[config.mk]
export PLATFORM = sky130hd
export DESIGN_NAME = lane_serializer
export DESIGN_NICKNAME = d
export VERILOG_FILES = /design/src/rtl/lane_serializer.sv
export SDC_FILE = /design/constraint.sdc
export NUM_CORES = 1
export LEC_CHECK = 0
export BUFFER_PORTS_ARGS = -buffer_cell sky130_fd_sc_hd__buf_4
export CAP_MARGIN = 20
export CORE_UTILIZATION = 51
export DETAILED_ROUTE_END_ITERATION = 10
export MAX_ROUTING_LAYER = met4
export PLACE_DENSITY_LB_ADDON = 0.05
export SYNTH_ARGS = -nofsm -noshare
export SYNTH_HDL_FRONTEND = slang
export SYNTH_SLANG_ARGS = --single-unit
[constraint.sdc]
create_clock -name clk -period 1.5 [get_ports clk]
set_input_delay 0.15 -clock clk [delete_from_list [all_inputs] [get_ports clk]]
set_output_delay 0.15 -clock clk [all_outputs]
set_load 0.02 [all_outputs]
[src/rtl/lane_serializer.sv]
// Parallel-to-serial lane transmitter: WIDTH-bit words in, one bit per beat out, LSB first.
// Optional even-parity trailer beat when PARITY_EN is defined.
module lane_serializer #(
    parameter int unsigned WIDTH = 4
) (
    input  logic             clk,
    input  logic             rst_n,
    input  logic             in_valid,
    output logic             in_ready,
    input  logic [WIDTH-1:0] in_data,
    output logic             ser_valid,
    input  logic             ser_ready,
    output logic             ser_data,
    output logic             ser_first,
    output logic             ser_last,
    output logic             busy
);

    localparam int unsigned CW = $clog2(WIDTH + 1);
    localparam logic [CW-1:0] LastCnt = CW'(WIDTH - 1);

`ifdef PARITY_EN
    typedef enum logic [1:0] {StIdle = 2'd0, StShift = 2'd1, StPar = 2'd2} state_e;
`else
    typedef enum logic [0:0] {StIdle = 1'b0, StShift = 1'b1} state_e;
`endif

    state_e            state_q, state_d;
    logic [WIDTH-1:0]  hold_q, hold_d;
    logic              hold_full_q, hold_full_d;
    logic [WIDTH-1:0]  shift_q, shift_d;
    logic [CW-1:0]     cnt_q, cnt_d;
    logic              shift_en;
    logic              load;
    logic              accept;
`ifdef PARITY_EN
    logic              par_q, par_d;
`endif

    always_comb begin
        ser_valid = 1'b0;
        ser_data  = 1'b0;
        ser_first = 1'b0;
        ser_last  = 1'b0;
        shift_en  = 1'b0;
        state_d   = state_q;
        cnt_d     = cnt_q;
        case (state_q)
            StShift: begin
                ser_valid = 1'b1;
                ser_data  = shift_q[0];
                ser_first = (cnt_q == '0);
`ifndef PARITY_EN
                ser_last  = (cnt_q == LastCnt);
`endif
                if (ser_ready) begin
                    shift_en = 1'b1;
                    if (cnt_q == LastCnt) begin
`ifdef PARITY_EN
                        state_d = StPar;
                        cnt_d   = cnt_q + CW'(1);
`else
                        state_d = StIdle;
                        cnt_d   = '0;
`endif
                    end else begin
                        cnt_d = cnt_q + CW'(1);
                    end
                end
            end
`ifdef PARITY_EN
            StPar: begin
                ser_valid = 1'b1;
                ser_data  = par_q;
                ser_last  = 1'b1;
                if (ser_ready) begin
                    state_d = StIdle;
                    cnt_d   = '0;
                end
            end
`endif
            default: ;
        endcase

        // Refill from the holding buffer when idle or on the handshake of the terminal beat.
        load = hold_full_q && ((state_q == StIdle) || (ser_valid && ser_ready && ser_last));
        if (load) begin
            state_d = StShift;
            cnt_d   = '0;
        end

        accept      = in_valid && in_ready;
        hold_d      = accept ? in_data : hold_q;
        hold_full_d = accept ? 1'b1 : (load ? 1'b0 : hold_full_q);
    end

`ifdef PARITY_EN
    always_comb begin
        par_d = par_q;
        if (load) begin
            par_d = 1'b0;
        end else if (shift_en) begin
            par_d = par_q ^ shift_q[0];
        end
    end
`endif

    for (genvar i = 0; i < WIDTH; i++) begin : g_stage
        logic upper;
        if (i == WIDTH - 1) begin : g_top
            assign upper = 1'b0;
        end else begin : g_mid
            assign upper = shift_q[i+1];
        end
        assign shift_d[i] = load ? hold_q[i] : (shift_en ? upper : shift_q[i]);
    end

    always_ff @(posedge clk or negedge rst_n) begin
        if (!rst_n) begin
            state_q     <= StIdle;
            hold_q      <= '0;
            hold_full_q <= 1'b0;
            shift_q     <= '0;
            cnt_q       <= '0;
        end else begin
            state_q     <= state_d;
            hold_q      <= hold_d;
            hold_full_q <= hold_full_d;
            shift_q     <= shift_d;
            cnt_q       <= cnt_d;
        end
    end

`ifdef PARITY_EN
    always_ff @(posedge clk or negedge rst_n) begin
        if (!rst_n) begin
            par_q <= 1'b0;
        end else begin
            par_q <= par_d;
        end
    end
`endif

    assign in_ready = !hold_full_q;
    assign busy     = (state_q != StIdle) || hold_full_q;

endmodule

Word level (Yosys, flattened, before mapping)
Index checks and enable logic that the tools add are counted.
{"block": "totals", "romBits": 0, "n_memories": 0, "reg_bits": 13, "ram_bits": 0, "latch_bits": 0, "output_inout_bits": 6}
{"block": "op_classes", "n_reduce_logical": 13, "muxes": 24, "addsub": 1, "bitwise_logic": 1, "mul": 0, "eq_ne": 1, "div": 0, "n_shift": 0, "order_cmp": 0}
{"operator": "1-bit 2-to-1 mux", "n": 20}
{"operator": "3-bit 2-to-1 mux", "n": 4}
{"operator": "2-bit nonzero test", "n": 4}
{"operator": "1-bit logical AND", "n": 4}
{"operator": "3-bit by 1-bit adder with 3-bit output (second input constant)", "n": 1}
{"operator": "3-bit by 2-bit == test with 1-bit output (second input constant)", "n": 1}
{"operator": "3-bit logical NOT", "n": 1}
{"operator": "1-bit logical OR", "n": 2}
{"operator": "2-bit AND reduction", "n": 1}
{"operator": "1-bit logical NOT", "n": 1}
{"operator": "1-bit inverter", "n": 1}

Logic depth before layout (Yosys ltp)
{"block": "depth", "depth_word": 7, "depth_mapped": 4, "depth_no_buf": 4}

Worst setup path after synthesis
OpenSTA, ideal clock, no wires.
{"block": "synth_path", "path_kind": "register to register", "startpoint": "reg cnt_q[0]", "endpoint": "reg shift_q[3]", "n_path_buf": 0, "required_time_ns": 1.378, "path_stages_with_launch": 5, "t_arrival_ns": 1.188, "setup_slack_ns": 0.190, "path_cell_list": "dfrtp_1 ha_1 nor2b_4 a21bo_2 a32o_1"}
{"block": "synth_via", "elab_chain_cells": 6}
{"element": "start, declared", "line_no": "32", "rtl": "logic [CW-1:0] cnt_q, cnt_d;"}
{"element": "start signal, assigned", "line_no": "130", "rtl": "cnt_q <= cnt_d;"}
{"element": "3-bit by 2-bit == test with 1-bit output *", "line_no": "54", "rtl": "ser_last = (cnt_q == LastCnt);"}
{"element": "1-bit 2-to-1 mux *", "line_no": "48", "rtl": "case (state_q)"}
{"element": "1-bit logical AND *", "line_no": "86", "rtl": "load = hold_full_q && ((state_q == StIdle) || (ser_valid && ser_ready && ser_last));"}
{"element": "1-bit logical OR *", "line_no": "86"}
{"element": "1-bit logical AND *", "line_no": "86"}
{"element": "1-bit 2-to-1 mux or 2-bit nonzero test (tied branches)"}
{"element": "end signal, assigned", "line_no": "129", "rtl": "shift_q <= shift_d;"}
{"element": "end, declared", "line_no": "31", "rtl": "logic [WIDTH-1:0] shift_q, shift_d;"}
Every way passes the cells marked *; elsewhere a longest branch is shown, timed or not.
A chain may end at the register's enable or synchronous reset.

Worst setup path after layout
{"block": "layout_path", "startpoint": "reg cnt_q[1]", "endpoint": "out ser_last"}
{"block": "layout_via", "elab_chain_cells": 2}
{"element": "3-bit by 2-bit == test with 1-bit output", "line_no": "54"}
{"element": "1-bit 2-to-1 mux", "line_no": "48"}
{"element": "end, declared", "line_no": "15", "rtl": "output logic ser_last,"}
No other way between the ends.

==> flow_metrics.tcl <==
set metrics [dict create \
    outcome "finished clean" \
    yosysSeqAreaShare_pct 47.97 \
    mostFrequentLayoutCells "18 x buf_4, 12 x dfrtp_1, 6 x nand2_1" \
    post-synth-top-area-fraction_pct 47.97 \
    dp_hpwl_um 888.8 \
    final-max-slew-violation-count 0 \
    final_common_cell "buf_4" \
    worstRegToRegCells 4 \
    htree_levels 1 \
    grt_first_pass_wirelength_mm 2.180 \
    viasPerCell 5.656 \
    die_width_um 38.47 \
    cellLeakagePower_nw 0.4159 \
    syn-mean-instance-area_um2 10.94 \
    wire_per_inst_um 14.24 \
    numPortBuffers 13 \
    crit_end "ser_last" \
    cts.root.buffer_cell "clkbuf_4" \
    cts-root-to-sink-buffers 2 \
    pwr_density_cell_nw_per_um2 1895 \
    critical_path_required_ns 1.35 \
    max_freq_mhz 673.8 \
    fp.dieArea_um2 1480 \
    post_route_cells_drive_above_1_share_pct 42.68 \
    insertion_delay_ns 0.28 \
    r2r-start "cnt_q[1]" \
    cp-start-kind "flip-flop" \
    holdCritStartpoint "in_data[3]" \
    clock-skew-final_ns 0.008162 \
    synth_cell_types 25 \
    largest_net_degree_at_the_start_of_global_routing 16 \
    numClockSinks 13 \
    holdCritPathClass "primary input to flip-flop" \
    nets 93 \
    total_cts_buffers 3 \
    critical_path.reg2reg.endpoint "shift_q[2]" \
    ff2ff_setup_slack_ns 0.13 \
    gpl.final_weighted_congestion 0.8003 \
    report.final.setup_viol 0 \
    floorplan.rows 12 \
    p_total_mw 1.622 \
    slew_headroom_pct 81.27 \
    final-hold-violation-count 0 \
    tightestPinTransition_ns 0.2732 \
    antenna_found_initial 0 \
    track_usage_pct 23.54 \
    post-route-min-period_ns 1.484 \
    vdd_drop_max_mv 1.055 \
    crit_start "cnt_q[1]" \
    timing.max_cap.violations 0 \
    num_antenna_cells 0 \
    initial_utilization_pct 57.91 \
    synth_warnings 0 \
    antenna_left 0 \
    synth-seq-cells 13 \
    critPathMaxFanout 5 \
    post-route-period-util_pct 98.95 \
    hold_ws_ns 0.09890 \
    grt_setup_unrepaired "yes" \
    synthTopCellsByArea "dfrtp_1 48%, mux2_2 6.6%, mux2i_1 5.9%" \
    placeableCoreArea_um2 1171 \
    end_kind "output port" \
    wire_length_reported_by_the_detailed_router_mm 1.367 \
    drc_violation_count_after_routing 0 \
    detailedRoute.firstIterationViolations 15 \
    dieHeight_um 38.47 \
    synth.cell_area_um2 678.2 \
    first_drt_pass_iteration_count 4 \
    synthesis.nets 72 \
    criticalPathCategory "flip-flop to output port" \
    gr-total-overflow 0 \
    clk_pin_slew_worst_paths_ns 0.08 \
    area.growth.synth_to_final_pct 26.20 \
    tritoncts "done" \
    synth_largest_area_cell "dfrtp_1" \
    cp_data_arrival_time_ns 1.33 \
    via_count_of_the_first_global_routing_pass 472 \
    dr_total_vias 543 \
    ioPinCount 14 \
    synth_cells 62 \
]
[Yosys cell counts]
cell type	number
a21bo_2	1
nor2b_1	1
o21ai_0	4
mux2i_1	4
o21ai_1	3
o221a_2	3
nand3b_1	1
and2_1	2
inv_1	3
nor2_1	1
buf_4	1
buf_2	2
a21oi_1	1
mux2_2	4
o31ai_1	1
buf_6	1
dfrtp_1	13
ha_1	2
nand2_1	6
nand4_1	1
or2_2	1
a31oi_1	2
nand3_1	2
a32o_1	1
nor2b_4	1
[worst min-delay path by stage]
| stage | to | slack [ns] | depth (start not counted) |
|---|---|---|---|
| after floorplan | cnt_q[0] | -0.15 | 0 |
| after global placement | cnt_q[1] | 0.003 | 1 |
| after detailed placement | cnt_q[1] | -0.0006 | 1 |
| after CTS | hold_q[3] | 0.09 | 2 |
| after global routing | hold_q[3] | 0.09 | 2 |
| final | hold_q[3] | 0.1 | 2 |
[layout make-up]
type / instances / area [um^2]
flip-flops and latches: 13 / 326.6
multi-input cells: 42 / 317.8
fillers: 95 / 315.3
repair buffers: 20 / 156.4
clock buffers: 4 / 26.28
well taps: 14 / 17.52
inverters: 3 / 11.26
[critical path, cell delays in order (launching register included)]
cell	delay, ns
dfrtp_1	0.39
ha_2	0.20
nor2b_4	0.19
and2_4	0.16
buf_6	0.11
[kinds of logic after synthesis]
family          Yosys count  synth area share [%]
mux                       8                 12.55
flops                    13                 47.97
compound gates           16                 16.79
buf+inv                   7                 5.904
simple gates             16                 13.10
fa+ha+maj                 2                 3.689
[registers in the layout, summed over array words and instances (netlist names)]
signal / flops
state_q: 1
cnt_q: 3
hold_full_q: 1
hold_q: 4
shift_q: 4
[power by group]
group	internal, mW	leakage, nW	switching, mW
sequential	0.502	0.153	0.129
combinational	0.425	0.248	0.347
clock	0.103	0.0150	0.115
[per-layer routing]
layer | wire length, um | track usage, %
met2 | 650 | 34.32
met4 | 0 | 10.34
met1 | 620 | 31.68
met3 | 97 | 5.233
met5 | 0 | -
[through the flow]
| stage | cells | util, % | worst slack [ns] | setup TNS, ns | instance area, um^2 |
|---|---|---|---|---|---|
| 2_1_floorplan | 62 | - | 0.1900 | 0 | 678.2 |
| 3_3_place_gp | 88 | 67.20 | 0.1699 | 0 | 787.0 |
| 5_1_grt | 96 | 73.08 | -0.03447 | -0.03447 | 855.8 |
| 6_report | 96 | 73.08 | 0.01580 | 0 | 855.8 |
| 3_5_place_dp | 88 | 67.20 | 0.1517 | 0 | 787.0 |
| 4_1_cts | 94 | 71.26 | 0.001134 | 0 | 834.6 |
[what timing repair did]
action                     4_1_cts  5_1_grt
hold buffers                     1        0
setup endpoints to repair        2        1
buffers inserted                 1        2
pin swaps                        0        1
gates resized for setup          2        2
hold endpoints to repair        13        0
(Power assumes the default switching activity.)
